==> src/rtl/ppu_seq_ctrl_pkg.sv <==
// Shared types and constants for the PPU post-processing sequencer.
package ppu_seq_ctrl_pkg;

  typedef enum logic [1:0] {
    IDLE  = 2'd0,
    RUN   = 2'd1,
    DRAIN = 2'd2,
    DONE  = 2'd3
  } state_e;

  localparam int unsigned BYTES_PER_WORD = 4;
  localparam int unsigned SCALE_W        = 12;
  localparam int unsigned WORD_W         = 32;

  // Byte enables for a word holding n valid bytes (n in 1..4).
  function automatic logic [BYTES_PER_WORD-1:0] tail_strb(input logic [2:0] n);
    return 4'((5'd1 << n) - 5'd1);
  endfunction

endpackage

==> src/rtl/ppu_byte_fifo.sv <==
// Small byte FIFO buffering PPU results ahead of the output packer.
module ppu_byte_fifo #(
  parameter  int unsigned DEPTH = 8,
  localparam int unsigned PTR_W = $clog2(DEPTH),
  localparam int unsigned CNT_W = PTR_W + 1
) (
  input  logic             clk,
  input  logic             rst,
  input  logic             push_i,
  input  logic [7:0]       push_data_i,
  input  logic             pop_i,
  output logic [7:0]       head_c_o,
  output logic [CNT_W-1:0] count_o
);

  logic [7:0]       mem_q [DEPTH];
  logic [PTR_W-1:0] wr_ptr_q;
  logic [PTR_W-1:0] rd_ptr_q;
  logic [CNT_W-1:0] count_q;

  // Pointers wrap naturally since DEPTH is a power of two.
  always_ff @(posedge clk) begin
    if (rst) begin
      wr_ptr_q <= '0;
      rd_ptr_q <= '0;
      count_q  <= '0;
    end else begin
      if (push_i) wr_ptr_q <= wr_ptr_q + PTR_W'(1);
      if (pop_i)  rd_ptr_q <= rd_ptr_q + PTR_W'(1);
      count_q <= count_q + CNT_W'(push_i) - CNT_W'(pop_i);
    end
  end

  always_ff @(posedge clk) begin
    if (push_i) mem_q[wr_ptr_q] <= push_data_i;
  end

  assign head_c_o = mem_q[rd_ptr_q];
  assign count_o  = count_q;

endmodule

==> src/rtl/ppu_seq_ctrl.sv <==
// Streams psums through the PPU and packs int8 results 4-per-word into the output GLB.
// Optional PPU_SEQ_CTRL_PERF_EN adds busy-cycle and write-stall counters.
module ppu_seq_ctrl
  import ppu_seq_ctrl_pkg::*;
#(
  parameter int unsigned ADDR_W    = 16,
  parameter int unsigned CNT_W     = 16,
  parameter int unsigned BUF_DEPTH = 8
) (
  input  logic                      clk,
  input  logic                      rst,
  input  logic                      start,
  input  logic [CNT_W-1:0]          cfg_count,
  input  logic [ADDR_W-1:0]         cfg_psum_base,
  input  logic [ADDR_W-1:0]         cfg_out_base,
  input  logic [SCALE_W-1:0]        cfg_scale,
  output logic                      busy,
  output logic                      done,
  output logic                      psum_rd_en,
  output logic [ADDR_W-1:0]         psum_rd_addr,
  input  logic [WORD_W-1:0]         psum_rd_data,
  output logic                      ppu_en,
  output logic [WORD_W-1:0]         ppu_data_in,
  output logic [SCALE_W-1:0]        ppu_scale,
  input  logic                      ppu_valid,
  input  logic [7:0]                ppu_data_out,
  output logic                      out_wr_en,
  input  logic                      out_wr_ready,
  output logic [ADDR_W-1:0]         out_wr_addr,
  output logic [WORD_W-1:0]         out_wr_data,
  output logic [BYTES_PER_WORD-1:0] out_wr_strb
`ifdef PPU_SEQ_CTRL_PERF_EN
  ,
  output logic [31:0]               perf_active_cyc,
  output logic [31:0]               perf_stall_cyc
`endif
);

  localparam int unsigned FCNT_W = $clog2(BUF_DEPTH) + 1;
  localparam int unsigned SUM_W  = FCNT_W + 1;

  state_e                    state_q, state_d;
  logic [CNT_W-1:0]          count_q, count_d;
  logic [ADDR_W-1:0]         psum_base_q, psum_base_d;
  logic [ADDR_W-1:0]         out_addr_q, out_addr_d;
  logic [SCALE_W-1:0]        scale_q, scale_d;
  logic [CNT_W-1:0]          issued_q, issued_d;
  logic [CNT_W-1:0]          popped_q, popped_d;
  logic [FCNT_W-1:0]         inflight_q, inflight_d;
  logic [WORD_W-1:0]         pack_data_q, pack_data_d;
  logic [2:0]                pack_cnt_q, pack_cnt_d;
  logic                      rd_en_q, rd_en_d;
  logic [ADDR_W-1:0]         rd_addr_q, rd_addr_d;
  logic                      ppu_en_q;
  logic                      out_en_q, out_en_d;
  logic [WORD_W-1:0]         out_data_q, out_data_d;
  logic [BYTES_PER_WORD-1:0] out_strb_q, out_strb_d;
  logic                      busy_q, busy_d;
  logic                      done_q, done_d;

  logic                      issue;
  logic                      word_rdy;
  logic                      out_free;
  logic                      fifo_push;
  logic                      fifo_pop;
  logic [7:0]                fifo_head;
  logic [FCNT_W-1:0]         fifo_cnt;

  // Late PPU results after an abort are dropped; only a running pass fills the FIFO.
  assign fifo_push = ppu_valid && (state_q == RUN || state_q == DRAIN);

  ppu_byte_fifo #(.DEPTH(BUF_DEPTH)) u_fifo (
    .clk         (clk),
    .rst         (rst),
    .push_i      (fifo_push),
    .push_data_i (ppu_data_out),
    .pop_i       (fifo_pop),
    .head_c_o    (fifo_head),
    .count_o     (fifo_cnt)
  );

  always_comb begin
    state_d     = state_q;
    count_d     = count_q;
    psum_base_d = psum_base_q;
    out_addr_d  = out_addr_q;
    scale_d     = scale_q;
    issued_d    = issued_q;
    popped_d    = popped_q;
    pack_data_d = pack_data_q;
    pack_cnt_d  = pack_cnt_q;
    rd_en_d     = 1'b0;
    rd_addr_d   = rd_addr_q;
    out_en_d    = out_en_q;
    out_data_d  = out_data_q;
    out_strb_d  = out_strb_q;
    issue       = 1'b0;
    fifo_pop    = 1'b0;
    word_rdy    = (pack_cnt_q == 3'd4) || (pack_cnt_q != 3'd0 && popped_q == count_q);
    out_free    = !out_en_q || out_wr_ready;

    unique case (state_q)
      IDLE: begin
        if (start) begin
          count_d     = cfg_count;
          psum_base_d = cfg_psum_base;
          out_addr_d  = cfg_out_base;
          scale_d     = (cfg_scale == '0) ? SCALE_W'(1) : cfg_scale;
          issued_d    = '0;
          popped_d    = '0;
          state_d     = (cfg_count == '0) ? DONE : RUN;
        end
      end
      RUN: begin
        // Reserve FIFO space for every read in flight so pushes can never overflow.
        if (issued_q != count_q &&
            (SUM_W'(fifo_cnt) + SUM_W'(inflight_q)) < SUM_W'(BUF_DEPTH)) begin
          issue = 1'b1;
          if (issued_q == count_q - CNT_W'(1)) state_d = DRAIN;
        end
      end
      DRAIN: begin
        if (inflight_q == '0 && fifo_cnt == '0 && pack_cnt_q == 3'd0 && !out_en_q)
          state_d = DONE;
      end
      DONE:    state_d = IDLE;
      default: state_d = IDLE;
    endcase

    if (issue) begin
      rd_en_d   = 1'b1;
      rd_addr_d = psum_base_q + ADDR_W'(issued_q);
      issued_d  = issued_q + CNT_W'(1);
    end
    inflight_d = inflight_q + FCNT_W'(issue) - FCNT_W'(fifo_push);

    if (fifo_cnt != '0 && pack_cnt_q != 3'd4) begin
      fifo_pop    = 1'b1;
      pack_data_d = pack_data_q | (WORD_W'(fifo_head) << {pack_cnt_q[1:0], 3'b000});
      pack_cnt_d  = pack_cnt_q + 3'd1;
      popped_d    = popped_q + CNT_W'(1);
    end

    if (out_en_q && out_wr_ready) begin
      out_en_d   = 1'b0;
      out_addr_d = out_addr_q + ADDR_W'(1);
    end

    // A packed word only moves out once the output register is free or being accepted.
    if (word_rdy && out_free) begin
      out_en_d    = 1'b1;
      out_data_d  = pack_data_q;
      out_strb_d  = tail_strb(pack_cnt_q);
      pack_data_d = '0;
      pack_cnt_d  = 3'd0;
    end

    busy_d = (state_d == RUN) || (state_d == DRAIN);
    done_d = (state_d == DONE);
  end

  always_ff @(posedge clk) begin
    if (rst) begin
      state_q     <= IDLE;
      count_q     <= '0;
      psum_base_q <= '0;
      out_addr_q  <= '0;
      scale_q     <= '0;
      issued_q    <= '0;
      popped_q    <= '0;
      inflight_q  <= '0;
      pack_data_q <= '0;
      pack_cnt_q  <= 3'd0;
      rd_en_q     <= 1'b0;
      rd_addr_q   <= '0;
      ppu_en_q    <= 1'b0;
      out_en_q    <= 1'b0;
      out_data_q  <= '0;
      out_strb_q  <= '0;
      busy_q      <= 1'b0;
      done_q      <= 1'b0;
    end else begin
      state_q     <= state_d;
      count_q     <= count_d;
      psum_base_q <= psum_base_d;
      out_addr_q  <= out_addr_d;
      scale_q     <= scale_d;
      issued_q    <= issued_d;
      popped_q    <= popped_d;
      inflight_q  <= inflight_d;
      pack_data_q <= pack_data_d;
      pack_cnt_q  <= pack_cnt_d;
      rd_en_q     <= rd_en_d;
      rd_addr_q   <= rd_addr_d;
      ppu_en_q    <= rd_en_q;
      out_en_q    <= out_en_d;
      out_data_q  <= out_data_d;
      out_strb_q  <= out_strb_d;
      busy_q      <= busy_d;
      done_q      <= done_d;
    end
  end

  assign busy         = busy_q;
  assign done         = done_q;
  assign psum_rd_en   = rd_en_q;
  assign psum_rd_addr = rd_addr_q;
  assign ppu_en       = ppu_en_q;
  // SRAM data arrives the cycle after the read, so it is forwarded straight to the PPU.
  assign ppu_data_in  = ppu_en_q ? psum_rd_data : '0;
  assign ppu_scale    = scale_q;
  assign out_wr_en    = out_en_q;
  assign out_wr_addr  = out_addr_q;
  assign out_wr_data  = out_data_q;
  assign out_wr_strb  = out_strb_q;

`ifdef PPU_SEQ_CTRL_PERF_EN
  logic [31:0] perf_active_q;
  logic [31:0] perf_stall_q;

  always_ff @(posedge clk) begin
    if (rst || (state_q == IDLE && start)) begin
      perf_active_q <= '0;
      perf_stall_q  <= '0;
    end else begin
      if (busy_q)                   perf_active_q <= perf_active_q + 32'd1;
      if (out_en_q && !out_wr_ready) perf_stall_q <= perf_stall_q + 32'd1;
    end
  end

  assign perf_active_cyc = perf_active_q;
  assign perf_stall_cyc  = perf_stall_q;
`endif

endmodule
==> config.mk <==
export PLATFORM = sky130hd
export DESIGN_NAME = ppu_seq_ctrl
export DESIGN_NICKNAME = d
export VERILOG_FILES = /design/src/rtl/ppu_seq_ctrl_pkg.sv /design/src/rtl/ppu_byte_fifo.sv /design/src/rtl/ppu_seq_ctrl.sv
export SDC_FILE = /design/constraint.sdc
export NUM_CORES = 1
export LEC_CHECK = 0
export CAP_MARGIN = 20
export CORE_MARGIN = 2
export CORE_UTILIZATION = 59
export CTS_BUF_LIST = sky130_fd_sc_hd__clkbuf_4
export CTS_CLUSTER_DIAMETER = 150
export DETAILED_ROUTE_END_ITERATION = 16
export PLACE_DENSITY = 0.91
export SETUP_SLACK_MARGIN = 0.15
export SLEW_MARGIN = 20
export SYNTH_ARGS = -nofsm -noshare
export SYNTH_HDL_FRONTEND = slang
export SYNTH_HIERARCHICAL = 1
export SYNTH_SLANG_ARGS = --single-unit
==> constraint.sdc <==
create_clock -name clk -period 10.13 [get_ports clk]
set_clock_uncertainty 0.05 [all_clocks]
set_input_delay 1.5195 -clock clk [delete_from_list [all_inputs] [get_ports clk]]
set_output_delay 1.5195 -clock clk [all_outputs]
set_load 0.02 [all_outputs]
==> run summary <==
Status: finished, final reports clean
H-Tree Depth: 3
Total Wirelength: 33360 um
Static leakage: 5.775 nW
Vias/cell: 5.873
Yosys top cell area share: 0.3244
Actual slew at the worst max-slew pin: 1.135 ns
Crit-path max FO: 1
Number of nets with antenna violations after routing: 0
Num rows: 53
PD cells: 232.7 mW/mm^2
Synth async-reset ratio: 0
Clk Latency, worst-skew pair: 0.72 ns
DP Worst Slack: 5.767 ns
Clock-pin slew on the worst setup and hold paths: 0.06 ns
Drt first-iter violations: 890
Final nets: 1703
Final Hold Viols: 0
CTS Buffer Depth: 3
Max Cap Viol: 0
Crit. End Element: output port
Adder-cell area share of the yosys netlist: 0.04774
Post-Synth XOR/XNOR Area: 0.04175
CTS Root Cell: clkbuf_4
Post-synth top area cell: dfxtp_1
Largest family of logic cells by synthesized area: simple AND/OR/NAND/NOR gates
CTS tree: done
Synth area leaders: dfxtp_1, edfxtp_1, a21oi_1, nor2_1, nand2_1
# IOs: 222
Synth Warn #: 6
Fmax: 0.2301 GHz
Mux share of post-synthesis cell area: 0.07421
Gr ovfl total: 0
Port bufs: 221
Slew HR: 0.2376
Vias in the first global route: 10.68k
Post-layout util: 0.7468
CP required: 8.56 ns
Post_cts resized: 0
First-pass GRT wire length: 51810 um
Register area: 0.005986 mm^2
Initial Util: 0.5978
P&R area growth vs syn: 24.93%
Min cycle time layout: 4.345 ns
Number of flops mapped to enable cells by yosys: 64
Multi-input logic area: 0.006072 mm^2
Hold crit path type: flip-flop to flip-flop
CP Data Arrival Time: 2.78 ns
Final setup viols: 0
Final period util: 0.4290
Yosys reg bits: 267
Reg-to-Reg Start: u_fifo/count_o[1]$_SDFF_PP0_
HPWL Detailed: 22380 um
Largest net degree at the start of global routing: 93
DIE HEIGHT: 149.7 um
CTS sink cnt: 267
Crit start category: input port
RSZ-0062 raised after global routing: no
Critical path launch point: psum_rd_data[0]
Drt pass-1 iters: 7
Slew Viols, Final: 0
All-Layer GR Usage: 0.2902
WL per Instance: 17.79 um
Die Area: 0.02241 mm^2
Final setup TNS: 0 ns
Register area share after synthesis: 0.4778
Area share of and/or/nand/nor cells after synthesis: 0.2028
Core Box Area: 0.02096 mm^2
Total placed cells including tap cells: 1754
Mapped Cells: 1330
Post-CTS Setup Inserts: 0
Syn Nets: 1481
Synth Area in Compound Gates: 0.1174
Via Count: 11.01k
Residual DRC count: 0
Leading cell types by count after synthesis: dfxtp_1, nor2_1, nand2_1
Count leader, synth: dfxtp_1
Post-Layout Cell Count: 1875
Filler cells: 1412
TritonCTS Buffers: 71
Initial antenna violation count: 2
Cts hold-fix bufs: 0
GPL Wtd Cong: 0.9352
Post-synth top flop: dfxtp_1
Syn Area/Cell: 9.419 um^2
Worst vdd rail ir drop: 138.4 uV
Hold path start: psum_rd_addr[6]$_SDFFE_PP0P_
Setup CP Type: input port to output port
Post-route setup slack: 5.785 ns
Die W: 149.7 um
Mapped cell area: 0.01253 mm^2
Count of cell types in the netlist: 71
Proportion of layout cells with a drive suffix above 1: 0.08886
==> placed cells by master, fill, tap and decap left out, drive strengths merged, types with 7 or more instances in the layout <==
cell type / count
nor2: 157
xnor2: 36
and2: 42
clkinv: 13
a211oi: 9
a21oi: 135
nor2b: 12
clkdlybuf4s50: 220
nor4: 14
and3: 9
o211ai: 7
o21a: 8
ha: 43
nand4: 13
mux2: 10
nand2: 148
clkbuf: 100
or2: 7
or3: 18
nor3: 43
mux4: 16
inv: 40
dfxtp: 203
nand3b: 10
mux2i: 40
xor2: 21
o21ai: 39
edfxtp: 64
nand3: 37
==> logic make-up after synthesis <==
family | Yosys count
compound gates | 248
buf+inv | 113
simple gates | 532
mux | 66
xor+xnor | 58
fa+ha+maj | 46
flops | 267
==> sequential cells by signal, summed over array words and instances, names as in the netlist, 12 cells and up, named ones only <==
signal	cells
ppu_scale	12
pack_data_q	32
popped_q	16
u_fifo/mem_q	64
out_wr_addr	16
psum_rd_addr	16
count_q	16
psum_base_q	16
out_wr_data	32
issued_q	16
==> per-stage QoR <==
| stage | instance area [um^2] | power (mW) | hold WS (ns) |
|---|---|---|---|
| 2_1_floorplan | 12530 | 2.308 | 0.3865 |
| 3_3_place_gp | 14780 | 2.650 | 0.3896 |
| 3_5_place_dp | 14780 | 2.708 | 0.3930 |
| 4_1_cts | 15650 | 3.645 | 0.4020 |
| 5_1_grt | 15650 | 3.853 | 0.4128 |
| 6_report | 15650 | 3.641 | 0.4007 |
==> cell type report <==
class                           instances  area share
Multi-Input combinational cell        950      0.3880
Inverter                               36    0.008635
Timing Repair Buffer                  226      0.1436
Tap cell                              275     0.02199
Clock buffer                          100     0.04797
Clock inverter                         19    0.007036
Sequential cell                       267      0.3825
Antenna cell                            2   0.0003198
==> critical path: stages <==
cell             delay [ns]
clkdlybuf4s50_1        0.52
and2_1                 0.14
clkdlybuf4s50_1        0.60
==> path summary, 6_finish.rpt <==
kind,to,slack (ns),depth (start not counted)
setup / recovery,ppu_data_in[0],5.78,3
hold / removal,psum_rd_addr[6]$_SDFFE_PP0P_,0.40,2
setup reg to reg,inflight_q[2]$_SDFF_PP0_,6.08,12
hold reg to reg,psum_rd_addr[6]$_SDFFE_PP0P_,0.40,2
==> where the power goes <==
part           internal, mW  leakage [nW]  switching, mW
Combinational         0.554          3.04          0.760
Sequential             1.25          2.23          0.167
Clock                 0.461         0.507          0.451
==> per-layer routing <==
layer	global-route usage	part of all wire
met1	0.3257	0.38
met2	0.5085	0.50
met3	0.06799	0.081
met4	0.1604	0.041
met5	0	0
Note: power is estimated with default switching activity, not from simulation.
